<file path="src/rtl/ps2_scancode_decoder.sv">
// PS/2 set-2 byte parser feeding a first-word-fall-through key-event FIFO with live modifier flags.
// Events land in the FIFO on the edge that takes their last byte; defining SCANCODE_ASCII_EN adds an ASCII view of the head.
module ps2_scancode_decoder #(
    parameter int FIFO_DEPTH = 4
) (
    input  logic       CLOCK,
    input  logic       RESET,
    input  logic [7:0] RX_DATA,
    input  logic       DATA_VALID,
    input  logic       KEY_READ,
    input  logic       CLEAR_OVF,
    output logic       KEY_AVAIL,
    output logic [7:0] KEY_CODE,
    output logic       KEY_EXT,
    output logic       KEY_BREAK,
    output logic       SHIFT,
    output logic       CTRL,
    output logic       ALT,
    output logic       OVERFLOW
`ifdef SCANCODE_ASCII_EN
    ,
    output logic [7:0] ASCII
`endif
);

    localparam int AW = $clog2(FIFO_DEPTH);
`ifdef SCANCODE_ASCII_EN
    localparam int EW = 11;
`else
    localparam int EW = 10;
`endif
    localparam logic [AW:0] PTR_ONE = 1;

    typedef enum logic [2:0] {IDLE, EXT, BRK, EXTBRK, PAUSE} state_t;

    state_t      state, state_nxt;
    logic [2:0]  pause_cnt, pause_cnt_nxt;
    logic        emit, emit_ext, emit_brk;
    logic [7:0]  emit_code;
    logic        fake_shift;

    // E0 12 / E0 59 are the keyboard's synthetic shift wrappers around nav keys.
    assign fake_shift = (RX_DATA == 8'h12) || (RX_DATA == 8'h59);

    always_ff @(posedge CLOCK or negedge RESET) begin
        if (!RESET) begin
            state     <= IDLE;
            pause_cnt <= 3'd0;
        end else begin
            state     <= state_nxt;
            pause_cnt <= pause_cnt_nxt;
        end
    end

    always_comb begin
        state_nxt     = state;
        pause_cnt_nxt = pause_cnt;
        emit          = 1'b0;
        emit_ext      = 1'b0;
        emit_brk      = 1'b0;
        emit_code     = RX_DATA;
        if (DATA_VALID) begin
            if (RX_DATA == 8'h00 || RX_DATA == 8'hFF) begin
                state_nxt     = IDLE;
                pause_cnt_nxt = 3'd0;
            end else begin
                case (state)
                    IDLE: begin
                        case (RX_DATA)
                            8'hE0: state_nxt = EXT;
                            8'hF0: state_nxt = BRK;
                            8'hE1: begin
                                state_nxt     = PAUSE;
                                pause_cnt_nxt = 3'd0;
                            end
                            8'hAA, 8'hFA, 8'hEE, 8'hFE: state_nxt = IDLE;
                            default: emit = 1'b1;
                        endcase
                    end
                    EXT: begin
                        if (RX_DATA == 8'hF0) begin
                            state_nxt = EXTBRK;
                        end else begin
                            state_nxt = IDLE;
                            emit      = !fake_shift;
                            emit_ext  = 1'b1;
                        end
                    end
                    BRK: begin
                        state_nxt = IDLE;
                        emit      = 1'b1;
                        emit_brk  = 1'b1;
                    end
                    EXTBRK: begin
                        state_nxt = IDLE;
                        emit      = !fake_shift;
                        emit_ext  = 1'b1;
                        emit_brk  = 1'b1;
                    end
                    PAUSE: begin
                        if (pause_cnt == 3'd6) begin
                            state_nxt     = IDLE;
                            pause_cnt_nxt = 3'd0;
                            emit          = 1'b1;
                            emit_ext      = 1'b1;
                            emit_code     = 8'hE1;
                        end else begin
                            pause_cnt_nxt = pause_cnt + 3'd1;
                        end
                    end
                    default: state_nxt = IDLE;
                endcase
            end
        end
    end

    logic lshift, rshift, lctrl, rctrl, lalt, ralt;

    always_ff @(posedge CLOCK or negedge RESET) begin
        if (!RESET) begin
            lshift <= 1'b0;
            rshift <= 1'b0;
            lctrl  <= 1'b0;
            rctrl  <= 1'b0;
            lalt   <= 1'b0;
            ralt   <= 1'b0;
        end else if (emit) begin
            case ({emit_ext, emit_code})
                {1'b0, 8'h12}: lshift <= !emit_brk;
                {1'b0, 8'h59}: rshift <= !emit_brk;
                {1'b0, 8'h14}: lctrl  <= !emit_brk;
                {1'b1, 8'h14}: rctrl  <= !emit_brk;
                {1'b0, 8'h11}: lalt   <= !emit_brk;
                {1'b1, 8'h11}: ralt   <= !emit_brk;
                default: ;
            endcase
        end
    end

    assign SHIFT = lshift | rshift;
    assign CTRL  = lctrl | rctrl;
    assign ALT   = lalt | ralt;

    logic [EW-1:0] mem [FIFO_DEPTH];
    logic [AW:0]   wr_ptr, rd_ptr;
    logic          empty, full, pop, push, drop;
    logic [EW-1:0] wr_entry, head;

    assign empty = (wr_ptr == rd_ptr);
    assign full  = (wr_ptr[AW] != rd_ptr[AW]) && (wr_ptr[AW-1:0] == rd_ptr[AW-1:0]);
    assign pop   = KEY_READ && !empty;
    // A pop in the same cycle frees the slot the incoming event needs.
    assign push  = emit && (!full || pop);
    assign drop  = emit && full && !pop;

`ifdef SCANCODE_ASCII_EN
    assign wr_entry = {SHIFT, emit_ext, emit_brk, emit_code};
`else
    assign wr_entry = {emit_ext, emit_brk, emit_code};
`endif

    always_ff @(posedge CLOCK) begin
        if (push) begin
            mem[wr_ptr[AW-1:0]] <= wr_entry;
        end
    end

    always_ff @(posedge CLOCK or negedge RESET) begin
        if (!RESET) begin
            wr_ptr   <= '0;
            rd_ptr   <= '0;
            OVERFLOW <= 1'b0;
        end else begin
            if (push) wr_ptr <= wr_ptr + PTR_ONE;
            if (pop)  rd_ptr <= rd_ptr + PTR_ONE;
            if (drop)           OVERFLOW <= 1'b1;
            else if (CLEAR_OVF) OVERFLOW <= 1'b0;
        end
    end

    assign head      = mem[rd_ptr[AW-1:0]];
    assign KEY_AVAIL = !empty;
    assign KEY_CODE  = empty ? 8'h00 : head[7:0];
    assign KEY_BREAK = !empty && head[8];
    assign KEY_EXT   = !empty && head[9];

`ifdef SCANCODE_ASCII_EN
    logic [7:0] letter, other;

    always_comb begin
        letter = 8'h00;
        other  = 8'h00;
        case (head[7:0])
            8'h1C: letter = 8'h61;  8'h32: letter = 8'h62;  8'h21: letter = 8'h63;
            8'h23: letter = 8'h64;  8'h24: letter = 8'h65;  8'h2B: letter = 8'h66;
            8'h34: letter = 8'h67;  8'h33: letter = 8'h68;  8'h43: letter = 8'h69;
            8'h3B: letter = 8'h6A;  8'h42: letter = 8'h6B;  8'h4B: letter = 8'h6C;
            8'h3A: letter = 8'h6D;  8'h31: letter = 8'h6E;  8'h44: letter = 8'h6F;
            8'h4D: letter = 8'h70;  8'h15: letter = 8'h71;  8'h2D: letter = 8'h72;
            8'h1B: letter = 8'h73;  8'h2C: letter = 8'h74;  8'h3C: letter = 8'h75;
            8'h2A: letter = 8'h76;  8'h1D: letter = 8'h77;  8'h22: letter = 8'h78;
            8'h35: letter = 8'h79;  8'h1A: letter = 8'h7A;
            8'h16: other = 8'h31;   8'h1E: other = 8'h32;   8'h26: other = 8'h33;
            8'h25: other = 8'h34;   8'h2E: other = 8'h35;   8'h36: other = 8'h36;
            8'h3D: other = 8'h37;   8'h3E: other = 8'h38;   8'h46: other = 8'h39;
            8'h45: other = 8'h30;   8'h29: other = 8'h20;   8'h5A: other = 8'h0D;
            8'h66: other = 8'h08;
            default: ;
        endcase
        ASCII = 8'h00;
        if (!empty && !head[9] && !head[8]) begin
            if (letter != 8'h00) ASCII = head[10] ? (letter - 8'h20) : letter;
            else                 ASCII = other;
        end
    end
`endif

endmodule

</file>
<file path="config.mk">
export PLATFORM = sky130hd
export DESIGN_NAME = ps2_scancode_decoder
export DESIGN_NICKNAME = d
export VERILOG_FILES = /design/src/rtl/ps2_scancode_decoder.sv
export SDC_FILE = /design/constraint.sdc
export NUM_CORES = 1
export LEC_CHECK = 0
export CORE_ASPECT_RATIO = 0.75
export CORE_UTILIZATION = 51
export CTS_CLUSTER_SIZE = 14
export DETAILED_ROUTE_END_ITERATION = 16
export PLACE_DENSITY_LB_ADDON = 0.15
export SLEW_MARGIN = 20
export SYNTH_ARGS = -nofsm -noshare
export SYNTH_HDL_FRONTEND = slang
export SYNTH_SLANG_ARGS = --single-unit
</file>
<file path="constraint.sdc">
create_clock -name CLOCK -period 3 [get_ports CLOCK]
set_clock_uncertainty 0.15 [all_clocks]
set_input_delay 0.9 -clock CLOCK [delete_from_list [all_inputs] [get_ports CLOCK]]
set_output_delay 0.9 -clock CLOCK [all_outputs]
set_load 0.01 [all_outputs]
</file>
* Word level (Yosys, flattened, before mapping)
Memories as Yosys holds them, arrays and structs flattened.
Cells that the tools add are included.
** Word-level totals
- Flip-flop bits (word level) :: 19
- Memory bits (writable) :: 40
- Bits of input ports :: 13
- Memories kept :: 1
** Memories
- mem :: words 4, bits a word 10, rd ports 1, clocked after Yosys merged registers in 0, write ports 1, RTL line 144 : logic [EW-1:0] mem [FIFO_DEPTH];
** Operators by class
- $add $sub $neg :: 3
- Equality and inequality tests :: 27
- Mux-type cells :: 31
- Bitwise logic cells :: 3
- Reductions and logical operators :: 30
** Operators by type and width (count)
- 8-bit == test (second input constant) :: 8
- 8-bit two-way mux :: 5
- 9-bit by 5-bit == test with 1-bit output (second input constant) :: 3
- 9-bit == test (second input constant) :: 2
- 1-bit two-way mux :: 15
- 3-bit two-way mux :: 5
- 3-bit one-hot mux with 4 select lines :: 1
- 2-bit AND reduction :: 6
- 3-bit by 1-bit adder with 3-bit output (second input constant) :: 3
- 9-bit by 7-bit == test with 1-bit output (second input constant) :: 1
- 3-bit one-hot mux with 3 select lines :: 1
- 8-bit by 5-bit == test with 1-bit output (second input constant) :: 1
- 8-bit by 7-bit == test with 1-bit output (second input constant) :: 1
- 8-bit logical NOT :: 1
- 1-bit logical AND :: 7
- 7-bit OR reduction :: 1
- 3-bit by 2-bit == test with 1-bit output (second input constant) :: 2
- 3-bit == test (second input constant) :: 2
- 6-bit by 3-bit inequality test with 1-bit output (second input constant) :: 1
- 3-bit one-hot mux with 2 select lines :: 1
- 3-bit AND reduction :: 2
- 1-bit logical NOT :: 5
- 1-bit one-hot mux with 5 select lines :: 1
- 4-bit OR reduction :: 1
- 14 further kinds :: 18

* Depth between registers and ports, before layout
- Word-level depth :: 10
- Gate-level depth with buffers :: 8
- Gate-level depth less buffers :: 6

* Worst setup path before layout
OpenSTA, ideal clock, no wires.
- Kind :: input to register
- From :: input port RX_DATA[2]
- To :: memory mem[0][0] (enable)
- Library setup time :: 376 ps
- Arrival time :: 2619 ps
- Setup slack :: -145 ps
- Stages :: 7
- Cell sequence :: buf_2 > nor2_1 > xor2_1 > a2111oi_0 > a211o_1 > nand3_2 > nor2_1
** Between the ends
- Cells in the longest elaborated chain, start to end :: 10
- Elaborated cells on any way between the ends :: 23
** Ends and longest elaborated chain
- start, declared :: RTL line 8 : input logic [7:0] RX_DATA,
- branches (longest 5 deep; another with 8-bit == test)
- 1-bit two-way mux (*) :: RTL line 63 : if (RX_DATA == 8'h00 || RX_DATA == 8'hFF) begin
- 1-bit two-way mux (*) :: RTL line 62 : if (DATA_VALID) begin
- 1-bit logical AND (*) :: RTL line 153 : assign push = emit && (!full || pop);
- 1-bit two-way mux (*) :: RTL line 163 : if (push) begin
- 1-bit two-way mux (implied by the code) (*) :: RTL line 164 : mem[wr_ptr[AW-1:0]] <= wr_entry;
- end, declared :: RTL line 144
Every way passes the cells marked *.

* Worst setup path after layout
- From :: input port RX_DATA[5]
- To :: register rctrl
** Between the ends
- Elaborated cells on any way between the ends :: 33
** RTL lines
- 8-bit == test / 8-bit logical NOT (equally long branches) :: RTL line 63
- 1-bit logical OR (*) :: RTL line 63
- 8-bit two-way mux (*) :: RTL line 63
- 8-bit two-way mux (*) :: RTL line 62
- via emit_code[0] :: RTL line 39 : logic [7:0] emit_code;
- 9-bit == test (*) :: RTL line 128 : case ({emit_ext, emit_code})
- 2-bit AND reduction (no line) (*)
- end signal, assigned :: RTL line 132 : {1'b1, 8'h14}: rctrl <= !emit_brk;
- end, declared :: RTL line 117 : logic lshift, rshift, lctrl, rctrl, lalt, ralt;
The timed path passes the listed nets; every way through them passes the cells marked *.
A chain may end at the register's enable or synchronous reset.

==> flow_summary.yaml <==
place:
  pre_cts_slack_ps: -499
  hpwlAfterDp_mm: 4.22
  port_buffers: 27
  dp_cells: 350
  gp_congestion: 0.893
floorplan:
  die_x_um: 89.3
  coreArea_um2: 5410
  die_area_um2: 6030
  die_h_um: 67.5
  rows: 23
  start_util: 0.539
  io_pins: 28
cells_and_area:
  diodes: 0
  drive_above_1_share: 0.299
  final_cell_mix: "edfxtp_1 (40), buf_4 (32), dfrtp_1 (19)"
  synthToLayoutAreaGrowth_pct: 32.1
  final_util: 0.712
  final_common_cell: "edfxtp_1"
  final_cells: 366
  nets: 304
clock_network:
  cts_tree: "done"
  cts_setup_buffers: 0
  clk_pin_slew_ps: 70
  clk_path_buf_depth: 2
  cts_buffers: 9
  htree_levels: 3
  root_buffer: "clkbuf_8"
  cts_num_sinks: 59
  cts_hold_buffers: 0
  clk_latency_ps: 340
min_path:
  hold_path_class: "reg2reg"
logic_synthesis:
  ys_types: 52
  netlist.area_leader.share: 0.412
  yosysSeqAreaShare: 0.575
  async_reset_ff_frac: 0.322
  synth_edf_count: 40
  syn_inst: 222
  synthFlopType: "edfxtp_1"
  synthTopCellsByArea: "edfxtp_1 (41%), dfrtp_1 (16%), mux4_2 (7.7%)"
  syn_area_um2: 2920
  yosys_register_bits: 59
  synth.net_count: 240
  yosysTopAreaCell: "edfxtp_1"
  yosys_warnings: 0
  avgSynthCellArea_um2: 13.1
drt:
  antenna_left: 0
  drt_first_pass_iters: 4
  wire_per_inst_um: 17.1
  vias: 2064
  viasPerCell: 5.64
  drcViolationCount: 0
  drtIter0Drc: 124
  wirelength_mm: 6.25
timing:
  slew_viol_final: 0
  worst_pin_slew_ps: 380
  min_period_over_period: 0.980
  setup_ws_ps: 60.3
  relSlewSlack: 0.740
  holdWs_ps: 332
  hold_viol: 0
  tns_ps: 0
  setup_viol_count_final: 0
  fin_crit_ps: 2940
  fmax_mhz: 340
worst_setup_path:
  start_kind: "input port"
  r2r_slack_ps: 630
  endpoint_kind: "flop"
  critPathMaxFanout: 6
  crit_type: "in2reg"
  crit_required_ps: 3070
  worstPathArrival_ps: 3010
power:
  swShare: 0.321
  max-vdd-ir-drop_mv: 0.384
  combPwrFrac: 0.397
  seq_power_share: 0.355
  clkPwrFrac: 0.248
  p_leak_uw: 0.00158
  p_int_uw: 2220
  p_switching_uw: 1050
  p_per_area_nw_per_um2: 848
global_route:
  first_global_vias: 1926
  antenna_found_initial: 0
  grt_remaining_overflow: 0
  track_usage: 0.222
  grt_pass1_wl_mm: 9.43
  grt_max_degree: 20
job:
  maxCapViolCount: 0
outcome:
  outcome: "completed"
synth_stat cells, drive strengths merged (2+ instances only):
cell / n
clkbuf: 7
mux2: 10
nor4: 4
nor2b: 5
xor2: 2
o211ai: 2
and3: 2
edfxtp: 40
buf: 5
a21oi: 4
nand4: 9
nand3: 11
xnor2: 6
and4b: 2
inv: 9
or4: 2
a2111oi: 2
dfrtp: 19
ha: 5
nand2: 5
nor4b: 2
a31oi: 2
or2: 8
mux4: 10
nor3: 5
o21ai: 5
and2: 10
nor2: 14
per-stage QoR:
step	total power [uW]	area [um2]
2_1_floorplan	1910	2920
3_3_place_gp	2490	3520
3_5_place_dp	2520	3520
4_1_cts	3230	3740
5_1_grt	3470	3850
6_report	3260	3850
state kept, by name, summed over array words and instances, names as in the netlist:
name	cells
ralt	1
rd_ptr	3
lalt	1
wr_ptr	3
rctrl	1
state	3
mem	40
OVERFLOW	1
lctrl	1
lshift	1
pause_cnt	3
rshift	1
power groups by stage:
stage	Combinational, uW	Sequential, uW	Clock [uW]
6_report	1300	1160	810
5_1_grt	1420	1180	862
4_1_cts	1250	1160	825
3_5_place_dp	1340	1170	0
3_3_place_gp	1320	1170	0
2_1_floorplan	758	1150	0
what timing repair did:
| item | 4_1_cts | 5_1_grt |
|---|---|---|
| resized for setup | 13 | 27 |
| endpoints found under the setup margin | 55 | 49 |
| pin swaps | 1 | 4 |
final cells by class:
type                    count  area, um2
flip-flops and latches     59       1680
fillers                   388       1560
multi-input cells         142       1230
repair buffers             65        592
clock buffers               9        124
clock inverters             7        100
well taps                  75       93.8
inverters                   9       33.8
path summary, 6_finish.rpt:
check,from,to,cells after the start
setup / recovery,RX_DATA[5],rctrl,8
setup reg to reg,state[1],mem[3][2],4
min in group asynchronous,RESET,pause_cnt[0],2
hold reg to reg,ralt,ralt,1
max in group asynchronous,RESET,lshift,2
hold / removal,ralt,ralt,1
cell families (layout without fill, tap and decap cells):
logic type,Yosys count,count (layout),synth area share
flip-flops,59,59,0.575
multiplexers,21,21,0.119
XOR/XNOR,8,8,0.0240
buffers and inverters,21,90,0.0309
AND/OR/NAND/NOR,82,82,0.165
adder cells (fa/ha/maj),5,5,0.0215
AO/OA/AOI/OAI,26,26,0.0644
worst max-delay path, cell delays in order:
cell             delay, ps
clkdlybuf4s50_1        450
buf_4                  180
nor4_2                 310
a2bb2oi_1              130
and3_1                 220
or2_1                  250
nor3_2                 230
mux2_1                 350
per-layer routing:
layer  global-route usage  part of all wire  up-vias
met5                    0                 0        -
met4               0.0992             0.014        0
met3               0.0672             0.051       10
met2                0.334              0.49       66
met1                0.298              0.45     1013
li1                     -                 -      975
Power figures use the tool's default switching activity.
